File: src/rtl/mod_halver_seq.sv
// mod_halver_seq: multi-cycle modular halver.
// Computes oData = iData * 2^(-iShift) mod iMod (iMod odd) with one halving
// step per enabled clock, framed by a start/busy/done handshake.
// Optional feature: define MOD_HALVER_REDUCE_EN to add a REDUCE state that
// folds iData in [iMod, 2*iMod-1] into range before halving.
module mod_halver_seq #(
    parameter int BITWIDTH = 32,
    parameter int SHIFTW   = 6
) (
    input  logic                iClk,
    input  logic                iRstN,
    input  logic                iEn,
    input  logic                iClr,
    input  logic                iStart,
    input  logic [BITWIDTH-1:0] iData,
    input  logic [BITWIDTH-1:0] iMod,
    input  logic [SHIFTW-1:0]   iShift,
    output logic                oBusy,
    output logic                oDone,
    output logic [BITWIDTH-1:0] oData
);

`ifdef MOD_HALVER_REDUCE_EN
    typedef enum logic [1:0] {
        ST_IDLE   = 2'd0,
        ST_RUN    = 2'd1,
        ST_DONE   = 2'd2,
        ST_REDUCE = 2'd3
    } state_t;
`else
    typedef enum logic [1:0] {
        ST_IDLE = 2'd0,
        ST_RUN  = 2'd1,
        ST_DONE = 2'd2
    } state_t;
`endif

    state_t              state, state_nxt;
    logic [BITWIDTH-1:0] x, x_nxt;
    logic [SHIFTW-1:0]   cnt, cnt_nxt;
    logic [BITWIDTH-1:0] data_nxt;
    logic                done_nxt;

    // Datapath helpers.
    logic [BITWIDTH:0]   half_sum;
    logic [BITWIDTH-1:0] half_x;
    logic                take_reduce;
    logic                last_step;
    logic                accept;

    // One halving step: odd x gets iMod added first so the sum is even.
    // The sum is one bit wider than the operands, so it never overflows.
    assign half_sum = {1'b0, x} + (x[0] ? {1'b0, iMod} : {(BITWIDTH+1){1'b0}});
    assign half_x   = half_sum[BITWIDTH:1];

    // cnt<=1 (not ==1) so a corrupted/zero count still terminates.
    assign last_step = (cnt <= SHIFTW'(1));
    assign accept    = iEn && iStart;

`ifdef MOD_HALVER_REDUCE_EN
    logic [BITWIDTH-1:0] sub_x;
    assign sub_x       = x - iMod;
    assign take_reduce = (iData >= iMod);
`else
    assign take_reduce = 1'b0;
`endif

    assign oBusy = (state != ST_IDLE);

    // State register.
    always_ff @(posedge iClk or negedge iRstN) begin
        if (!iRstN)
            state <= ST_IDLE;
        else
            state <= state_nxt;
    end

    // Next-state logic; clear overrides everything, DONE always returns to IDLE.
    always_comb begin
        state_nxt = state;
        case (state)
            ST_IDLE: begin
                if (accept) begin
                    if (take_reduce)
                        state_nxt = ST_REDUCE_OR_RUN();
                    else if (iShift != '0)
                        state_nxt = ST_RUN;
                    else
                        state_nxt = ST_DONE;
                end
            end
`ifdef MOD_HALVER_REDUCE_EN
            ST_REDUCE: begin
                if (iEn)
                    state_nxt = (cnt == '0) ? ST_DONE : ST_RUN;
            end
`endif
            ST_RUN: begin
                if (iEn && last_step)
                    state_nxt = ST_DONE;
            end
            ST_DONE: state_nxt = ST_IDLE;
            default: state_nxt = ST_IDLE;
        endcase
        if (iClr)
            state_nxt = ST_IDLE;
    end

    // Next values for the working register, counter and registered outputs.
    always_comb begin
        x_nxt    = x;
        cnt_nxt  = cnt;
        data_nxt = oData;
        done_nxt = 1'b0;
        case (state)
            ST_IDLE: begin
                if (accept) begin
                    x_nxt   = iData;
                    cnt_nxt = iShift;
                    // k=0 without reduction completes on the start edge itself.
                    if (!take_reduce && iShift == '0) begin
                        data_nxt = iData;
                        done_nxt = 1'b1;
                    end
                end
            end
`ifdef MOD_HALVER_REDUCE_EN
            ST_REDUCE: begin
                if (iEn) begin
                    x_nxt = sub_x;
                    if (cnt == '0) begin
                        data_nxt = sub_x;
                        done_nxt = 1'b1;
                    end
                end
            end
`endif
            ST_RUN: begin
                if (iEn) begin
                    x_nxt = half_x;
                    if (cnt != '0)
                        cnt_nxt = cnt - SHIFTW'(1);
                    if (last_step) begin
                        data_nxt = half_x;
                        done_nxt = 1'b1;
                    end
                end
            end
            default: ;
        endcase
        if (iClr) begin
            x_nxt    = '0;
            cnt_nxt  = '0;
            data_nxt = '0;
            done_nxt = 1'b0;
        end
    end

    // Working register, counter and registered outputs.
    always_ff @(posedge iClk or negedge iRstN) begin
        if (!iRstN) begin
            x     <= '0;
            cnt   <= '0;
            oData <= '0;
            oDone <= 1'b0;
        end else begin
            x     <= x_nxt;
            cnt   <= cnt_nxt;
            oData <= data_nxt;
            oDone <= done_nxt;
        end
    end

    // Reduction target from IDLE; only reachable when the REDUCE state exists.
    function automatic state_t ST_REDUCE_OR_RUN();
`ifdef MOD_HALVER_REDUCE_EN
        return ST_REDUCE;
`else
        return ST_RUN;
`endif
    endfunction

endmodule

File: config.mk
export PLATFORM = sky130hd
export DESIGN_NAME = mod_halver_seq
export DESIGN_NICKNAME = d
export VERILOG_FILES = /design/src/rtl/mod_halver_seq.sv
export SDC_FILE = /design/constraint.sdc
export NUM_CORES = 1
export LEC_CHECK = 0
export ABC_CLOCK_PERIOD_IN_PS = 3300
export CAP_MARGIN = 15
export CORE_MARGIN = 2
export CORE_UTILIZATION = 35
export CTS_CLUSTER_SIZE = 12
export DETAILED_ROUTE_END_ITERATION = 8
export GPL_ROUTABILITY_DRIVEN = 0
export PLACE_DENSITY = 0.6
export SETUP_SLACK_MARGIN = 0.2
export SLEW_MARGIN = 20
export SYNTH_ARGS = -nofsm -noshare
export SYNTH_HDL_FRONTEND = slang
export SYNTH_SLANG_ARGS = --single-unit
File: constraint.sdc
create_clock -name iClk -period 3.3 [get_ports iClk]
set_input_delay 0.825 -clock iClk [delete_from_list [all_inputs] [get_ports iClk]]
set_output_delay 0.825 -clock iClk [all_outputs]
set_load 0.01 [all_outputs]
======== Yosys cells after proc, flatten, opt, wreduce, memory -nomap -nowiden ========
Cells that the tools add are included.
operators by class
  add/subtract/negate cells ............... 2
  order comparisons ....................... 1
  eq/ne operators ......................... 7
  multiplexer cells ....................... 27
  reduce and logical (&&, ||, !) cells .... 12
operators by type and width
  kind                   count
  $mux W32               9
  $pmux W32 S2           2
  $add A32 B32 Y33       1
  $mux W6                4
  $ne A3 B3 Y1 const B   6
  $pmux W6 S2            1
  $reduce_bool A6 Y1     2
  $mux W2                4
  $le A6 B1 Y1 const B   1
  $logic_not A6 Y1       1
  $sub A6 B1 Y6 const B  1
  $mux W1                5
  $reduce_and A5 Y1      1
  $pmux W2 S2            1
  $reduce_and A4 Y1      1
  $reduce_and A3 Y1      1
  $reduce_bool A3 Y1     1
  $eq A2 B1 Y1 const B   1
  $logic_and A1 B1 Y1    2
  $logic_not A2 Y1       1
  $pmux W1 S2            1
  $reduce_and A2 Y1      1
  $reduce_bool A2 Y1     1
storage, ports and cells
  register bits ........................... 73
  input bits .............................. 75
  output and inout port bits .............. 34
  logic and storage cells ................. 54

======== Longest topological paths before layout ========
Gate-level depths: netlist of the first run.
  word-level depth ........................ 6
  mapped depth ............................ 12
  gate-level depth less buffers ........... 10

======== Least setup slack after synthesis of the first run ========
OpenSTA, ideal clock, no wires.
  kind .................................... in2reg
  start point ............................. input iMod[1]
  end point ............................... register x[13]
  library setup time ...................... 125 ps
  arrival ................................. 3105 ps
  required time ........................... 3175 ps
  setup slack ............................. 70 ps
  stages on the path ...................... 10
  buffers on the path ..................... 0
  cell sequence ........................... and2_1 fa_1 a21o_2 a311oi_2 o21ai_2 o31a_4 or3_1 nand3_1 a21oi_1 mux2_2
between the ends
  word-level cells in the longest chain between the ends .. 5
RTL lines
  item                  RTL line  text
  from (decl)           16        input logic [BITWIDTH-1:0] iMod,
  $mux W32              53        assign half_sum = {1'b0, x} + (x[0] ? {1'b0, iMod} : {(BITWIDTH+1){1'b0}});
  $add A32 B32 Y33      53
  $mux W32              139       if (iEn) begin
  $pmux W32 S2          115       case (state)
  $mux W32              151       if (iClr) begin
  to (signal assigned)  167       x <= x_nxt;
  to (decl)             39        logic [BITWIDTH-1:0] x, x_nxt;
No other way between the ends. The select of a mux whose other input is x is not followed.
A chain may end at the register's enable or synchronous reset.

======== Worst setup path after layout of the first run ========
  start point ............................. register x[0]
  end point ............................... register oData[26]
between the ends
  word-level cells in the longest chain between the ends .. 6
RTL lines
  item                  RTL line  text
  $mux W32              53
  $add A32 B32 Y33 *    53
  $mux W32 *            143       if (last_step) begin
  $mux W32 *            139
  $pmux W32 S2 *        115
  $mux W32 *            151
  to (signal assigned)  169       oData <= data_nxt;
  to (decl)             20        output logic [BITWIDTH-1:0] oData
Every way passes the cells marked *; elsewhere a longest branch is shown, timed or not. The select of a mux whose other input is x is not followed.

==> results of run 1 <==
==> registers in the layout (all words and copies together) (netlist names) <==
| name | flops |
|---|---|
| cnt | 6 |
| oDone | 1 |
| x | 32 |
| state | 2 |
| oData | 32 |
==> layer usage <==
metal / wire length, um / vias up / global-route usage
met1: 8250 / 2811 / 0.300
met3: 1140 / 41 / 0.0441
met2: 9260 / 196 / 0.386
li1: - / 2825 / -
met5: 0 / - / 0
met4: 558 / 0 / 0.0847
==> final cells by class <==
class | count | area share
multi-input combinational | 556 | 0.474
timing repair buffer | 218 | 0.232
sequential | 73 | 0.220
clock buffer | 11 | 0.0292
tap | 188 | 0.0283
clock inverter | 5 | 0.0123
inverter | 10 | 0.00452
==> through the flow <==
step | std cells | cell area [um2] | util | total power [uW]
2_1_floorplan | 673 | 5420 | - | 1580
3_3_place_gp | 1028 | 7320 | 0.483 | 2060
3_5_place_dp | 1028 | 7320 | 0.483 | 2070
4_1_cts | 1051 | 7940 | 0.524 | 3280
5_1_grt | 1061 | 8310 | 0.549 | 3530
6_report | 1061 | 8310 | 0.549 | 3360
==> cell families (layout without fill, tap and decap cells) <==
group	count (synthesis)	after routing	share of synthesized area
XOR/XNOR	17	17	0.0275
adder cells (fa/ha/maj)	35	35	0.0822
multiplexers	19	19	0.0383
flip-flops	73	73	0.337
AND/OR/NAND/NOR	275	275	0.235
AO/OA/AOI/OAI	210	210	0.249
buffers and inverters	44	244	0.0312
==> power groups by stage <==
stage	sequential, uW	combinational [uW]	clock (uW)
floorplan	1080	500	0
global placement	1080	976	0
detailed placement	1080	992	0
CTS	1070	1050	1170
global route	1090	1240	1200
finish	1080	1130	1150
==> synthesized netlist by cell type, types with 6 or more instances <==
cell type  count
a21oi_1       68
dfrtp_1       73
o31ai_1       13
or3_1          6
nor3_1        22
nand2_1      111
a211oi_1       8
nand4_1        7
ha_1          34
a21o_1         8
clkbuf_1      30
o21ai_0       53
inv_1         10
o211ai_1       6
mux2_2        14
and2_1        34
a31oi_1        7
nand3_1       18
xnor2_1       12
nor2_1        55
o21a_1         6
==> cell usage in the layout (no fill, tap or decap), types with 4 or more instances in the layout <==
cell             count
a211oi_2             4
a21o_1               7
a21oi_1             50
a21oi_2             17
a31oi_1              4
and2_1              22
and2_4              12
and3_1               5
buf_4              106
clkbuf_16           10
clkdlybuf4s50_1     99
dfrtp_1             72
dlygate4sd2_1        4
ha_1                20
ha_4                14
inv_1                9
mux2_2              14
mux2i_1              4
nand2_1            107
nand2_2              4
nand3_1             16
nand4_1              7
nor2_1              52
nor3_1              20
o211ai_1             6
o21a_1               6
o21ai_0             44
o21ai_1              8
o21ai_2              4
o31ai_1             11
or3_1                5
xnor2_1             11
xor2_1               5
==> what timing repair did <==
action | in CTS | in global routing
hold endpoints to repair | 0 | 0
cloned | 0 | 1
setup endpoints to repair | 46 | 39
gates resized for setup | 62 | 57
setup buffers | 7 | 9
pin swaps | 38 | 32
==> final timing paths <==
check | startpoint | end | slack, ns | cells past startpoint
setup reg to reg | x[0] | oData[26] | 0.23 | 14
hold reg to reg | oData[1] | oData[1] | 0.47 | 2
min in group asynchronous | iRstN | state[0] | 0.65 | 1
setup / recovery | x[0] | oData[26] | 0.23 | 14
hold / removal | oData[1] | oData[1] | 0.47 | 2
max in group asynchronous | iRstN | x[0] | 1.99 | 1
==> critical path: cells and delay by family, from the launching register on <==
kind | cells | cell delay, ns
DFF | 1 | 0.42
and+or+nand+nor | 2 | 0.36
muxes | 1 | 0.14
buffers and inverters | 4 | 0.63
adders and majority gates | 1 | 0.25
AOI/OAI and AO/OA | 5 | 0.93
xor gates and xnor gates | 1 | 0.25
==> results.json, run 1 <==
{
  "wl_per_cell_um": 18.1,
  "die_area_um2": 16500,
  "ys_ff_latch": 73,
  "crit_type": "reg2reg",
  "seq_area_um2": 1830,
  "rsz0062_at_grt": "true",
  "post-place-ws_ns": -0.471,
  "cts_tree": "built",
  "postCtsHoldBufs": 0,
  "synth.cell_area_um2": 5420,
  "syn_to_final_growth_pct": 53.4,
  "path_cells": "buf_12 > and2_4 > buf_4 > ha_4 > nand4_1 > a2111oi_4 > buf_4 > o21ai_2 > a31oi_1 > buf_4 > a31oi_4 > xnor2_2 > mux2i_4 > o31ai_1",
  "multiInputGateArea_um2": 3940,
  "finalSetupViolCount": 0,
  "drt-total-wl_um": 19200,
  "htreeDepth": 3,
  "final_nets": 978,
  "numCtsBuffers": 9,
  "hp-class": "reg2reg",
  "post-route-min-period_ns": 3.07,
  "drcViolationCount": 0,
  "synth-edff-count": 0,
  "seqPwrFrac": 0.321,
  "p_leak_uw": 0.00362,
  "clkTransAtPathRegs_ns": 0.06,
  "max_slew_margin": 0.351,
  "p_per_area_nw_per_um2": 404,
  "async_flop_share": 1.00,
  "crit_top_cell": "buf_4",
  "peakVddDrop_v": 0.000251,
  "timing.final.ws_setup_ns": 0.226,
  "die-height_um": 128,
  "drv_cap": 0,
  "ys_seq_area_frac": 0.337,
  "synth_cell_types": 62,
  "hpwl_um": 13700,
  "p_int_uw": 2320,
  "crit_path_end_kind": "register",
  "clockBufferDepth": 2,
  "syn-num-nets": 783,
  "detail_route.first_pass.iterations": 5,
  "drt_iter0_drc": 272,
  "ys.flop_type": "dfrtp_1",
  "core_um2": 15100,
  "drive_above_1_share": 0.273,
  "cp-start-kind": "register",
  "fmax_mhz": 325,
  "grt_pass1_vias": 5960,
  "ant_nets": 0,
  "worstMarginPinSlew_ns": 0.973,
  "comb_power_share": 0.338,
  "max_stage_delay_ns": 0.42,
  "cp_max_fo": 6,
  "die_w_um": 128,
  "cp.required_ns": 3.55,
  "antenna_cells": 0,
  "io-pin-count": 109,
  "grt_max_degree": 74,
  "synth_cells": 673,
  "viasPerCell": 5.54,
  "yosysTopAreaCellShare": 0.337,
  "post-synth-top-area-cell": "dfrtp_1",
  "fp-row-count": 45,
  "clock_latency_ns": 0.35,
  "p_clk_frac": 0.341,
  "ys_warn_count": 0,
  "fillCellCount": 1359,
  "track_usage": 0.232,
  "cts.sinks": 73,
  "post-route-period-util": 0.931,
  "cts-root-buf": "clkbuf_16",
  "start_util": 0.358,
  "crit_arrival_ns": 3.32,
  "postSynthAreaPerCell_um2": 8.05,
  "status": "finished, final reports clean",
  "antenna_found_initial": 0,
  "synth_area_leaders": "dfrtp_1, ha_1, nand2_1",
  "setup_tns_ns": 0,
  "io_buffers": 108,
  "hold_violations": 0,
  "slew_violations": 0,
  "fin_skew_ns": 0.00712,
  "grt_pass1_wl_um": 30000,
  "critical_path.slowest_cell": "dfrtp_2",
  "hold_ws_ns": 0.470,
  "grt_overflow": 0,
  "switchingPower_uw": 1040,
  "vias": 5873,
  "p_sw_frac": 0.310
}
No activity file was read; power rests on OpenSTA's default activity.
==> run 2, diff against run 1 <==
--- a/config.mk
+++ b/config.mk
@@ -7,6 +7,7 @@
 export LEC_CHECK = 0
 export ABC_CLOCK_PERIOD_IN_PS = 3300
 export CAP_MARGIN = 15
+export CORE_ASPECT_RATIO = 0.6
 export CORE_MARGIN = 2
 export CORE_UTILIZATION = 35
 export CTS_CLUSTER_SIZE = 12
==> run 2 against run 1 <==
  * Hold slack got worse by 0.0068 ns
  * Sequential power about the same
  * Critical path depth down 1
  * Non-clock buffer count is 14 higher
  * Highest routed layer unchanged
  * Combinational power up 7%
  * First-iteration DRC count up 150%
  * Die area up 0.19%
  * Via count up 6.2%
  * Power down 2.1%
  * Final cell count rose by 2.7%
  * Sequential share of layout area is 0.44 points lower
  * Register-to-register slack barely moved
==> results.json, run 2 (synthesis gave the netlist of run 1 again) <==
{
  "drt-total-wl_um": 21900,
  "worstMarginPinSlew_ns": 0.981,
  "crit_path_end_kind": "register",
  "max_stage_delay_ns": 0.45,
  "viasPerCell": 5.72,
  "final_cells": 1090,
  "final_nets": 992,
  "clkTransAtPathRegs_ns": 0.07,
  "track_usage": 0.258,
  "p_per_area_nw_per_um2": 387,
  "cts.sinks": 73,
  "finalPower_uw": 3290,
  "drv_cap": 0,
  "max_slew_margin": 0.346,
  "clockBufferDepth": 2,
  "largestRegisters": "oData: 32 flops, x: 32 flops, cnt: 6 flops",
  "hold_violations": 0,
  "crit_top_cell": "a21oi_2",
  "drive_above_1_share": 0.297,
  "status": "finished, final reports clean",
  "path_cells": "clkdlybuf4s50_1 > and2_1 > ha_4 > a21oi_2 > o21ai_2 > nor2_1 > a21oi_2 > buf_6 > a221oi_4 > o211ai_1 > buf_4 > a211o_1 > nand3_2",
  "grt_max_degree": 74,
  "cts-root-buf": "clkbuf_16",
  "fp-row-count": 35,
  "critical_path.slowest_cell": "clkdlybuf4s50_1",
  "mostFrequentLayoutCell": "buf_4",
  "whs_path_depth": 2,
  "peakVddDrop_v": 0.000254,
  "numCtsBuffers": 9,
  "io-pin-count": 109,
  "path_buf_inv": 3,
  "mostFrequentLayoutCells": "buf_4, nand2_1, clkdlybuf4s50_1, dfrtp_1, a21oi_1",
  "crit_arrival_ns": 3.40,
  "drcViolationCount": 0,
  "cp-start-kind": "input pin",
  "antenna_cells": 0,
  "syn_to_final_growth_pct": 56.5,
  "post-route-period-util": 0.944,
  "start_util": 0.356,
  "fmax_mhz": 321,
  "die-height_um": 100,
  "hp-class": "reg2reg",
  "slew_violations": 0,
  "vias": 6237,
  "antenna_found_initial": 0,
  "post-route-min-period_ns": 3.11,
  "core_um2": 15200,
  "die_w_um": 165,
  "cp.required_ns": 3.59,
  "io_buffers": 108,
  "crit_type": "in2reg",
  "p_leak_uw": 0.00379,
  "grt_overflow": 0,
  "placedCellCount": 1062,
  "cts_tree": "built",
  "detail_route.first_pass.iterations": 5,
  "cpLargestDelayFamily": "compound AO/OA/AOI/OAI gates",
  "ant_nets": 0,
  "rr_worst_depth": 13,
  "rsz0062_at_grt": "true",
  "hpwl_um": 15700,
  "htreeDepth": 3,
  "fin_skew_ns": 0.00574,
  "finalSetupViolCount": 0,
  "die_area_um2": 16500,
  "wl_per_cell_um": 20.1,
  "clock_latency_ns": 0.35,
  "path_depth": 13,
  "fin_util": 0.557,
  "drt_iter0_drc": 670,
  "cp_max_fo": 4,
  "grt_pass1_vias": 6040,
  "grt_pass1_wl_um": 32700
}
[run 2: cell count changes in the layout (fill, tap and decap cells not counted), sizes merged, moves of 2 or more]
cell,delta
buf,+15
dlymetal6s2s,+9
clkdlybuf4s50,-6
bufinv,-3
clkbuf,-3
inv,+3
dlygate4sd2,-2
[run 2: routing by layer]
layer | wire (um) | part of all wire | GRT usage
met2 | 8790 | 0.40 | 0.349
met3 | 2200 | 0.10 | 0.0550
met5 | 0 | 0 | 0
met4 | 564 | 0.026 | 0.0709
met1 | 10400 | 0.47 | 0.404
[run 2: repair_timing]
item                                    CTS  global route
endpoints found under the setup margin   42            46
setup buffers                             4             8
gates resized for setup                  47            97
pin swaps                                22            41
hold buffers                              0             0
[run 2: layout make-up]
cell class	count	area (um2)
multi-input combinational	556	4030
tap	203	254
clock inverter	7	63.8
sequential	73	1830
fill	1330	6760
clock buffer	9	225
timing repair buffer	232	2040
inverter	10	40.0
[run 2: power breakdown]
group          internal, uW  switching, uW
Combinational           598            613
Clock                   526            459
Sequential              992           98.5
Total                  2120           1170
[run 2: through the flow]
stage	hold slack [ns]	TNS [ns]	setup WS, ns	instance area (um2)
5_1_grt	0.494	0	0.0943	8480
6_report	0.463	0	0.186	8480
3_3_place_gp	0.452	-12.60	-0.389	7480
3_5_place_dp	0.456	-14.63	-0.485	7480
4_1_cts	0.471	0	0.197	7970
2_1_floorplan	0.445	0	0.208	5420
[run 2: worst paths after layout]
check / from / endpoint / slack [ns]
setup / recovery: iMod[10] / x[24] / 0.19
hold reg to reg: oData[3] / oData[3] / 0.46
setup reg to reg: x[0] / oData[11] / 0.24
min in group asynchronous: iRstN / oData[3] / 0.64
max in group asynchronous: iRstN / x[0] / 1.99
hold / removal: oData[3] / oData[3] / 0.46
[run 2: tightest hold or removal path, cell delays in order, from the launching register on]
cell     delay (ns)
dfrtp_1        0.34
nand2_1        0.05
nand2_1        0.05
==> run 3, diff against run 2 <==
--- a/config.mk
+++ b/config.mk
@@ -5,7 +5,7 @@
 export SDC_FILE = /design/constraint.sdc
 export NUM_CORES = 1
 export LEC_CHECK = 0
-export ABC_CLOCK_PERIOD_IN_PS = 3300
+export ABC_CLOCK_PERIOD_IN_PS = 2550
 export CAP_MARGIN = 15
 export CORE_ASPECT_RATIO = 0.6
 export CORE_MARGIN = 2
@@ -13,7 +13,7 @@
 export CTS_CLUSTER_SIZE = 12
 export DETAILED_ROUTE_END_ITERATION = 8
 export GPL_ROUTABILITY_DRIVEN = 0
-export PLACE_DENSITY = 0.6
+export PLACE_DENSITY = 0.62
 export SETUP_SLACK_MARGIN = 0.2
 export SLEW_MARGIN = 20
 export SYNTH_ARGS = -nofsm -noshare
==> constraint.sdc (replaced) <==
create_clock -name iClk -period 2.55 [get_ports iClk]
set_input_delay 0.6375 -clock iClk [delete_from_list [all_inputs] [get_ports iClk]]
set_output_delay 0.6375 -clock iClk [all_outputs]
set_load 0.1 [all_outputs]
==> run 3 against run 2 <==
  * The run now ends with negative setup slack left
  * Sequential share of layout area down 1.7 points
  * Final cell count rose by 4.1%
  * Hold slack worse by 0.29 ns
  * Worst setup slack worse by 0.89 ns
  * Core utilization grew 4.9 points
  * Power up 52%
  * Final area rose by 8.8%
  * Global-route usage increased by 1.5 points
  * Register-to-register slack lost 0.94 ns
==> results.json, run 3 (synthesis gave the netlist of run 1 again) <==
{
  "cp-endpoint": "oData[10]",
  "cp.required_ns": 2.78,
  "wl_per_cell_um": 21.0,
  "die-height_um": 100,
  "rsz0062_at_grt": "true",
  "seq_area_um2": 1830,
  "numCtsBuffers": 9,
  "start_util": 0.356,
  "clock_latency_ns": 0.35,
  "fmax_mhz": 307,
  "drive_above_1_share": 0.396,
  "io_buffers": 108,
  "ant_nets": 0,
  "finalInstanceArea_um2": 9230,
  "mostFrequentLayoutCells": "buf_4, nand2_1, dfrtp_1, clkdlybuf4s50_1, nor2_1",
  "drv_cap": 0,
  "peakVddDrop_v": 0.000396,
  "worst_r2r_startpoint": "x[0]",
  "viasPerCell": 5.71,
  "track_usage": 0.273,
  "die_area_um2": 16500,
  "placed_cell_area_um2": 7710,
  "largestRegisters": "oData: 32 flops, x: 32 flops, cnt: 6 flops",
  "fillCellCount": 1251,
  "fp-row-count": 35,
  "grt_pass1_vias": 6262,
  "placedCellCount": 1087,
  "max_slew_margin": 0.708,
  "crit_arrival_ns": 3.48,
  "io-pin-count": 109,
  "fin_skew_ns": 0.00900,
  "multiInputGateArea_um2": 4330,
  "rr_worst_depth": 15,
  "slew_violations": 0,
  "worstMarginPinSlew_ns": 0.437,
  "vias": 6486,
  "status": "finished, violations left",
  "hold_violations": 0,
  "r2r_slack_ns": -0.70,
  "drt-total-wl_um": 23800,
  "core_um2": 15200,
  "drcViolationCount": 0,
  "mostFrequentLayoutCell": "buf_4",
  "crit_path_end_kind": "register",
  "clockBufferDepth": 2,
  "clkTransAtPathRegs_ns": 0.07,
  "grt_pass1_wl_um": 34600,
  "finalPower_uw": 5000,
  "hpwl_um": 15800,
  "grt_max_degree": 56,
  "detail_route.first_pass.iterations": 7,
  "antenna_found_initial": 0,
  "die_w_um": 165,
  "startpoint": "x[0]",
  "post-route-min-period_ns": 3.25,
  "final_nets": 1037,
  "hp-class": "in2async",
  "cts.sinks": 73,
  "htreeDepth": 3,
  "hold_ws_ns": 0.176,
  "timing.final.ws_setup_ns": -0.704,
  "violations": "negative setup slack",
  "crit_type": "reg2reg",
  "p_per_area_nw_per_um2": 542,
  "cts-root-buf": "clkbuf_16",
  "finalSetupViolCount": 52,
  "post-route-period-util": 1.28,
  "drt_iter0_drc": 806,
  "cp_max_fo": 3,
  "r2r_end": "oData[10]",
  "final_cells": 1135,
  "cp-start-kind": "register",
  "p_leak_uw": 0.00416,
  "syn_to_final_growth_pct": 70.4,
  "antenna_cells": 0,
  "cts_tree": "built",
  "grt_overflow": 0
}
[run 3: area by class of cell]
cell class              count  area share
multi-input cells         556       0.470
well taps                 203      0.0275
clock inverters             7     0.00935
flip-flops and latches     73       0.198
inverters                  10     0.00407
repair buffers            277       0.267
clock buffers               9      0.0244
[run 3: repair_timing]
item / 4_1_cts / 5_1_grt
endpoints found under the setup margin: 58 / 61
hold buffers: 0 / 0
resized for setup: 127 / 68
pin swaps: 60 / 67
setup buffers: 21 / 9
cloned: 1 / 1
[run 3: report_power, final]
group	internal, uW	switching [uW]	total (uW)
sequential	1280	131	1410
clock	782	607	1390
combinational	884	1310	2200
total	2950	2050	5000
[run 3: worst max-delay path, cell delays in order, from the launching register on]
cell and delay, ns:
dfrtp_2 0.45, buf_4 0.15, and2_4 0.16, ha_4 0.27, buf_4 0.10, nand4_1 0.19
a2111oi_4 0.52, buf_4 0.21, buf_4 0.11, buf_6 0.09, nor3_1 0.06, o21ai_1 0.26
xnor2_1 0.21, nor2_1 0.09, a21oi_2 0.19, o31ai_1 0.09
[run 3: layer usage]
layer	global-route usage	routed length, um	vias to the layer above
met4	0.0589	529	0
met2	0.379	9660	366
met5	0	0	-
met1	0.420	11100	3121
li1	-	-	2948
met3	0.0715	2490	51
[run 3: worst min-delay path by stage]
stage / endpoint / slack [ns] / cells after the start
2_1_floorplan: cnt[0] / 0.34 / 0
3_3_place_gp: oData[5] / 0.46 / 2
3_5_place_dp: x[3] / 0.47 / 2
6_report: x[20] / 0.18 / 1
5_1_grt: x[20] / 0.18 / 1
4_1_cts: x[20] / 0.17 / 1
[run 3: per-stage QoR]
stage | util | worst slack [ns] | TNS [ns]
4_1_cts | 0.578 | -0.513 | -17.64
6_report | 0.606 | -0.704 | -24.03
3_3_place_gp | 0.506 | -1.07 | -43.96
2_1_floorplan | - | -0.311 | -6.34
5_1_grt | 0.606 | -0.792 | -28.01
3_5_place_dp | 0.506 | -1.12 | -45.20
